### config.mk
export PLATFORM = sky130hd
export DESIGN_NAME = fetch_stage
export DESIGN_NICKNAME = d
export VERILOG_FILES = /design/src/rtl/fetch_stage.sv
export SDC_FILE = /design/constraint.sdc
export NUM_CORES = 1
export LEC_CHECK = 0
export CORE_ASPECT_RATIO = 0.8
export CORE_MARGIN = 5
export CORE_UTILIZATION = 55
export DETAILED_ROUTE_END_ITERATION = 16
export PLACE_DENSITY = 0.87
export SLEW_MARGIN = 20
export SYNTH_ARGS = -nofsm -noshare
export SYNTH_HDL_FRONTEND = slang
export SYNTH_SLANG_ARGS = --single-unit
export TNS_END_PERCENT = 50
### constraint.sdc
create_clock -name clk -period 2.9 [get_ports clk]
set_input_delay 0.58 -clock clk [delete_from_list [all_inputs] [get_ports clk]]
set_output_delay 0.58 -clock clk [all_outputs]
set_load 0.005 [all_outputs]
### src/rtl/fetch_stage.sv
// -----------------------------------------------------------------------------
// fetch_stage
// Instruction-fetch stage of the five-stage MIPS pipeline. Owns the PC, keeps
// at most one read outstanding on the instruction bus, and loads the
// fetch/decode pipeline register consumed by decode. A redirect (taken branch
// or jump) replaces the PC and discards any stale in-flight or parked word.
//
// Ports
//   clk, resetn       clock (rising edge), asynchronous active-low reset
//   ireq_valid/addr   instruction read request, held stable until data_ok
//   iresp_data_ok     response valid this cycle, retires the request
//   iresp_data        instruction word returned with iresp_data_ok
//   redirect_valid/pc change of flow request and its target
//   stall, flush      hazard-unit controls for the F/D register
//   fd_valid          F/D register holds a real instruction
//   fd_instruction    F/D instruction word (0 when bubble)
//   fd_pc_plus_4      F/D PC + 4
//   fetch_wait        combinational: an instruction is not delivered this cycle
// -----------------------------------------------------------------------------
module fetch_stage #(
    parameter logic [31:0] RESET_PC = 32'hBFC0_0000
) (
    input  logic        clk,
    input  logic        resetn,
    output logic        ireq_valid,
    output logic [31:0] ireq_addr,
    input  logic        iresp_data_ok,
    input  logic [31:0] iresp_data,
    input  logic        redirect_valid,
    input  logic [31:0] redirect_pc,
    input  logic        stall,
    input  logic        flush,
    output logic        fd_valid,
    output logic [31:0] fd_instruction,
    output logic [31:0] fd_pc_plus_4,
    output logic        fetch_wait
);

    localparam int unsigned XLEN      = 32;
    localparam int unsigned INSN_STEP = 4;

    localparam logic [1:0] S_IDLE    = 2'd0;
    localparam logic [1:0] S_REQ     = 2'd1;
    localparam logic [1:0] S_HOLD    = 2'd2;
    localparam logic [1:0] S_DISCARD = 2'd3;

    typedef struct packed {
        logic            valid;
        logic [XLEN-1:0] instruction;
        logic [XLEN-1:0] pc_plus_4;
    } fd_reg_t;

    typedef struct packed {
        logic [XLEN-1:0] instruction;
        logic [XLEN-1:0] pc_plus_4;
    } hold_buf_t;

    logic [1:0]      state_q,      state_d;
    logic [XLEN-1:0] pc_q,         pc_d;
    logic [XLEN-1:0] req_addr_q,   req_addr_d;
    hold_buf_t       hold_q,       hold_d;
    fd_reg_t         fd_q,         fd_d;
    logic            ireq_valid_q, ireq_valid_d;

    logic            deliver;
    hold_buf_t       deliver_word;
    logic [XLEN-1:0] req_addr_next;
    logic [XLEN-1:0] pc_next;

    // Sequential successors of the request address and the PC (mod 2^32).
    assign req_addr_next = req_addr_q + XLEN'(INSN_STEP);
    assign pc_next       = pc_q + XLEN'(INSN_STEP);

    // Next-state, PC bookkeeping and F/D load selection.
    always_comb begin
        state_d      = state_q;
        pc_d         = pc_q;
        req_addr_d   = req_addr_q;
        hold_d       = hold_q;
        deliver      = 1'b0;
        deliver_word = '0;

        case (state_q)
            S_IDLE: begin
                state_d    = S_REQ;
                req_addr_d = pc_q;
            end

            S_REQ: begin
                if (iresp_data_ok) begin
                    if (redirect_valid) begin
                        // Word belongs to the old path: drop it, refetch at target.
                        pc_d       = redirect_pc;
                        req_addr_d = redirect_pc;
                    end else if (!stall) begin
                        deliver                  = 1'b1;
                        deliver_word.instruction = iresp_data;
                        deliver_word.pc_plus_4   = req_addr_next;
                        pc_d                     = req_addr_next;
                        req_addr_d               = req_addr_next;
                    end else begin
                        // Decode cannot take it yet; park it and stop fetching.
                        hold_d.instruction = iresp_data;
                        hold_d.pc_plus_4   = req_addr_next;
                        state_d            = S_HOLD;
                    end
                end else if (redirect_valid) begin
                    // Request cannot be withdrawn; its response must be drained.
                    pc_d    = redirect_pc;
                    state_d = S_DISCARD;
                end
            end

            S_HOLD: begin
                if (redirect_valid) begin
                    hold_d     = '0;
                    pc_d       = redirect_pc;
                    req_addr_d = redirect_pc;
                    state_d    = S_REQ;
                end else if (!stall) begin
                    deliver      = 1'b1;
                    deliver_word = hold_q;
                    pc_d         = pc_next;
                    req_addr_d   = pc_next;
                    state_d      = S_REQ;
                end
            end

            S_DISCARD: begin
                if (redirect_valid) begin
                    pc_d = redirect_pc;
                end
                if (iresp_data_ok) begin
                    // Stale word dropped; resume at the most recent target.
                    req_addr_d = pc_d;
                    state_d    = S_REQ;
                end
            end

            default: begin
                state_d = S_IDLE;
            end
        endcase

        // F/D priority: flush, then stall, then a delivered word, else bubble.
        if (flush) begin
            fd_d = '0;
        end else if (stall) begin
            fd_d = fd_q;
        end else if (deliver) begin
            fd_d.valid       = 1'b1;
            fd_d.instruction = deliver_word.instruction;
            fd_d.pc_plus_4   = deliver_word.pc_plus_4;
        end else begin
            fd_d = '0;
        end

        ireq_valid_d = (state_d == S_REQ) || (state_d == S_DISCARD);
    end

    // State and datapath registers.
    always_ff @(posedge clk or negedge resetn) begin
        if (!resetn) begin
            state_q      <= S_IDLE;
            pc_q         <= RESET_PC;
            req_addr_q   <= RESET_PC;
            hold_q       <= '0;
            fd_q         <= '0;
            ireq_valid_q <= 1'b0;
        end else begin
            state_q      <= state_d;
            pc_q         <= pc_d;
            req_addr_q   <= req_addr_d;
            hold_q       <= hold_d;
            fd_q         <= fd_d;
            ireq_valid_q <= ireq_valid_d;
        end
    end

    assign ireq_valid     = ireq_valid_q;
    assign ireq_addr      = req_addr_q;
    assign fd_valid       = fd_q.valid;
    assign fd_instruction = fd_q.instruction;
    assign fd_pc_plus_4   = fd_q.pc_plus_4;

    // Status to the hazard unit: low only while holding a parked word or when
    // a live response is accepted this cycle.
    assign fetch_wait = (state_q != S_HOLD) &&
                        !((state_q == S_REQ) && iresp_data_ok && !redirect_valid);

endmodule

==> results.cfg <==
[yosys]
synth_area_um2 = 11100
synth_edf_count = 0
synthArstFlopShare = 1.00
synthTopCellsByArea = dfrtp_1 (40%), o21ai_0 (5.8%), a22o_1 (4.7%)
synthXorXnorAreaFrac = 0.0196
ys_seq_area_frac = 0.442
yosys.area_share.simple = 0.162
syn_avg_cell_area_um2 = 9.08
synth_nets = 1297
yosysWarningCount = 0
synth_cells = 1220
ys.flop_type = dfrtp_1
synth_top_area_share = 0.400
synth_fa_ha_area_frac = 0.00790
yosys.area.top_type = dfrtp_1
synthMuxAreaShare = 0.0325
synth.distinct_cells = 83
synth_top_family_by_area = compound AO/OA/AOI/OAI gates
synth-seq-cells = 195
synth_compound_area_frac = 0.285

[cells_and_area]
final_common_cell = dfrtp_1
syn_to_final_growth_pct = 25.2
instances_no_fill = 1646
final_cell_mix = dfrtp_1 (177), clkdlybuf4s50_1 (166), nand2_1 (140)
diodes = 0
fin_nets = 1446
drive_gt1_frac = 0.116

[route]
num_vias = 11300
routed_wl_mm = 39.1
remaining_drc_errors = 0
vias_per_cell = 6.85
wire_per_inst_um = 23.8
drt_iter0_drc = 1917
drt_pre_antenna_iters = 7
ant_nets = 0

[global_routing]
antenna_found_initial = 0
grt_max_degree = 86
grt_pass1_vias = 10700
grt_overflow_total = 0
grt_use_total = 0.336
grt_pass1_wl_mm = 60.7

[timing]
grt_setup_unrepaired = false
period_needed_ns = 2.69
setup_viol = 0
max_freq_mhz = 372
worstMarginPinSlew_ns = 0.757
finalHoldViolations = 0
period_share = 0.928
fin_skew_ns = 0.00912
slew_viol_final = 0
final.setup.tns_ns = 0
relSlewSlack = 0.495

[power]
peakVddDrop_uv = 665
pwr_density_cell_nw_per_um2 = 989
total_leakage_power_uw = 0.00577

[critical_path]
max_stage_delay_ns = 0.54
crit_chain = inv_1, ha_1, nor2_1, clkdlybuf4s50_1
r2r_start = ireq_addr[6]$_DFFE_PN0P_
cp.required_ns = 2.32
cpMaxStageDelayCell = clkdlybuf4s50_1
critPathCaptureType = primary output
startpoint_type = register
cp-startpoint = state_q[0]$_DFF_PN0_
crit_fanout = 8
r2r_slack_ns = 0.26
crit_arrival_ns = 2.11
criticalPathCategory = register to primary output

[placed_design]
dp_hpwl_mm = 26.8
gp_congestion = 1.01
dp.cells = 1614
numPortBuffers = 168

[floorplan]
start_util = 0.560
die-area_um2 = 23100
pin_count = 169
row_count = 46
die_h_um = 137
core_um2 = 19800
fp.dieW_um = 169

[hold_path]
min_path_type = input port to async pin

[outcome]
outcome = finished clean

[cts]
cts.path.max_buffers = 2
postCtsSetupBuffers = 0
clk_pin_slew_ns = 0.08
cts.root.buffer_cell = clkbuf_16
cts_hold_buf = 0
cts_tree = done
clkLatencyLatePin_ns = 0.45
cts_max_level = 4
cts_repair_resize_count = 0
clock-sinks = 195
numCtsBuffers = 17

[job]
drv_cap = 0
per-stage QoR:
step / total power (uW) / area [um^2] / setup WS, ns / hold slack, ns / utilization
after floorplan: 8260 / 11100 / 0.600 / 0.284 / -
after global placement: 10800 / 13300 / 0.325 / 0.460 / 0.670
after detailed placement: 10900 / 13300 / 0.266 / 0.471 / 0.670
after CTS: 13500 / 13900 / 0.240 / 0.0456 / 0.701
after global routing: 14400 / 13900 / 0.108 / 0.0603 / 0.701
final: 13700 / 13900 / 0.209 / 0.0402 / 0.701
routing by layer:
| layer | vias up | GRT usage | part of all wire |
|---|---|---|---|
| met5 | - | 0 | 0 |
| met4 | 0 | 0.161 | 0.050 |
| met3 | 164 | 0.0846 | 0.13 |
| met2 | 916 | 0.490 | 0.43 |
| met1 | 5346 | 0.470 | 0.39 |
| li1 | 4854 | - | - |
cell usage after synthesis (6+ instances only):
| cell | instances |
|---|---|
| nand2b_1 | 19 |
| buf_1 | 6 |
| or3_1 | 8 |
| ha_1 | 7 |
| nor4_1 | 7 |
| mux2_2 | 16 |
| a22o_1 | 60 |
| o21ai_1 | 6 |
| a21oi_1 | 69 |
| nand3_1 | 23 |
| o211ai_1 | 18 |
| a221oi_1 | 11 |
| nor3_1 | 21 |
| a311oi_1 | 8 |
| xnor2_1 | 10 |
| a31oi_1 | 28 |
| a32oi_1 | 6 |
| and2_1 | 7 |
| o22ai_1 | 7 |
| nand2_1 | 140 |
| nand4_1 | 14 |
| dfrtp_1 | 177 |
| mux2i_1 | 18 |
| inv_1 | 39 |
| buf_2 | 15 |
| nor2_1 | 69 |
| xor2_1 | 13 |
| a22oi_1 | 55 |
| a211oi_1 | 7 |
| a222oi_1 | 12 |
| o21ai_0 | 129 |
| and3_1 | 11 |
| clkbuf_1 | 70 |
| dfstp_2 | 18 |
worst max-delay path, delay by kind of cell, from the launching register on:
family	cells	cell delay, ns
adders and majority gates	1	0.32
buffers and inverters	2	0.66
DFF	1	0.47
and+or+nand+nor	1	0.22
logic make-up after synthesis:
logic type / count (synthesis)
fa+ha+maj: 7
buf+inv: 137
compound gates: 469
flops: 195
mux: 34
xor+xnor: 24
simple gates: 354
worst paths after layout:
| check | end | depth (start not counted) |
|---|---|---|
| worst min-delay path | fd_pc_plus_4[19]$_DFFE_PN0P_ | 1 |
| worst min register to register | fd_instruction[14]$_DFFE_PN0P_ | 2 |
| worst max register to register | ireq_addr[18]$_DFFE_PN0P_ | 6 |
| min in group clk | fd_instruction[14]$_DFFE_PN0P_ | 2 |
| worst max-delay path | fetch_wait | 4 |
| max in group asynchronous | hold_q[32]$_DFFE_PN0P_ | 2 |
sequential cells by signal (all words and copies together) (netlist names):
register and cells:
fd_valid 1, pc_q 32, state_q 2, fd_instruction 32, hold_q 64, ireq_addr 32, fd_pc_plus_4 32
where the power goes:
part	internal, uW	total (uW)	leakage (uW)	switching (uW)
Combinational	2640	6350	0.00298	3710
Clock	1200	2500	0.000300	1300
Sequential	3730	4870	0.00248	1140
Total	7570	13700	0.00577	6150
cell type report:
class / instances / area, um^2
clock buffers: 17 / 425
flip-flops and latches: 195 / 4900
multi-input cells: 888 / 5670
repair buffers: 226 / 2210
fillers: 1505 / 5920
clock inverters: 15 / 189
inverters: 41 / 154
well taps: 264 / 330
Power figures use the tool's default switching activity.
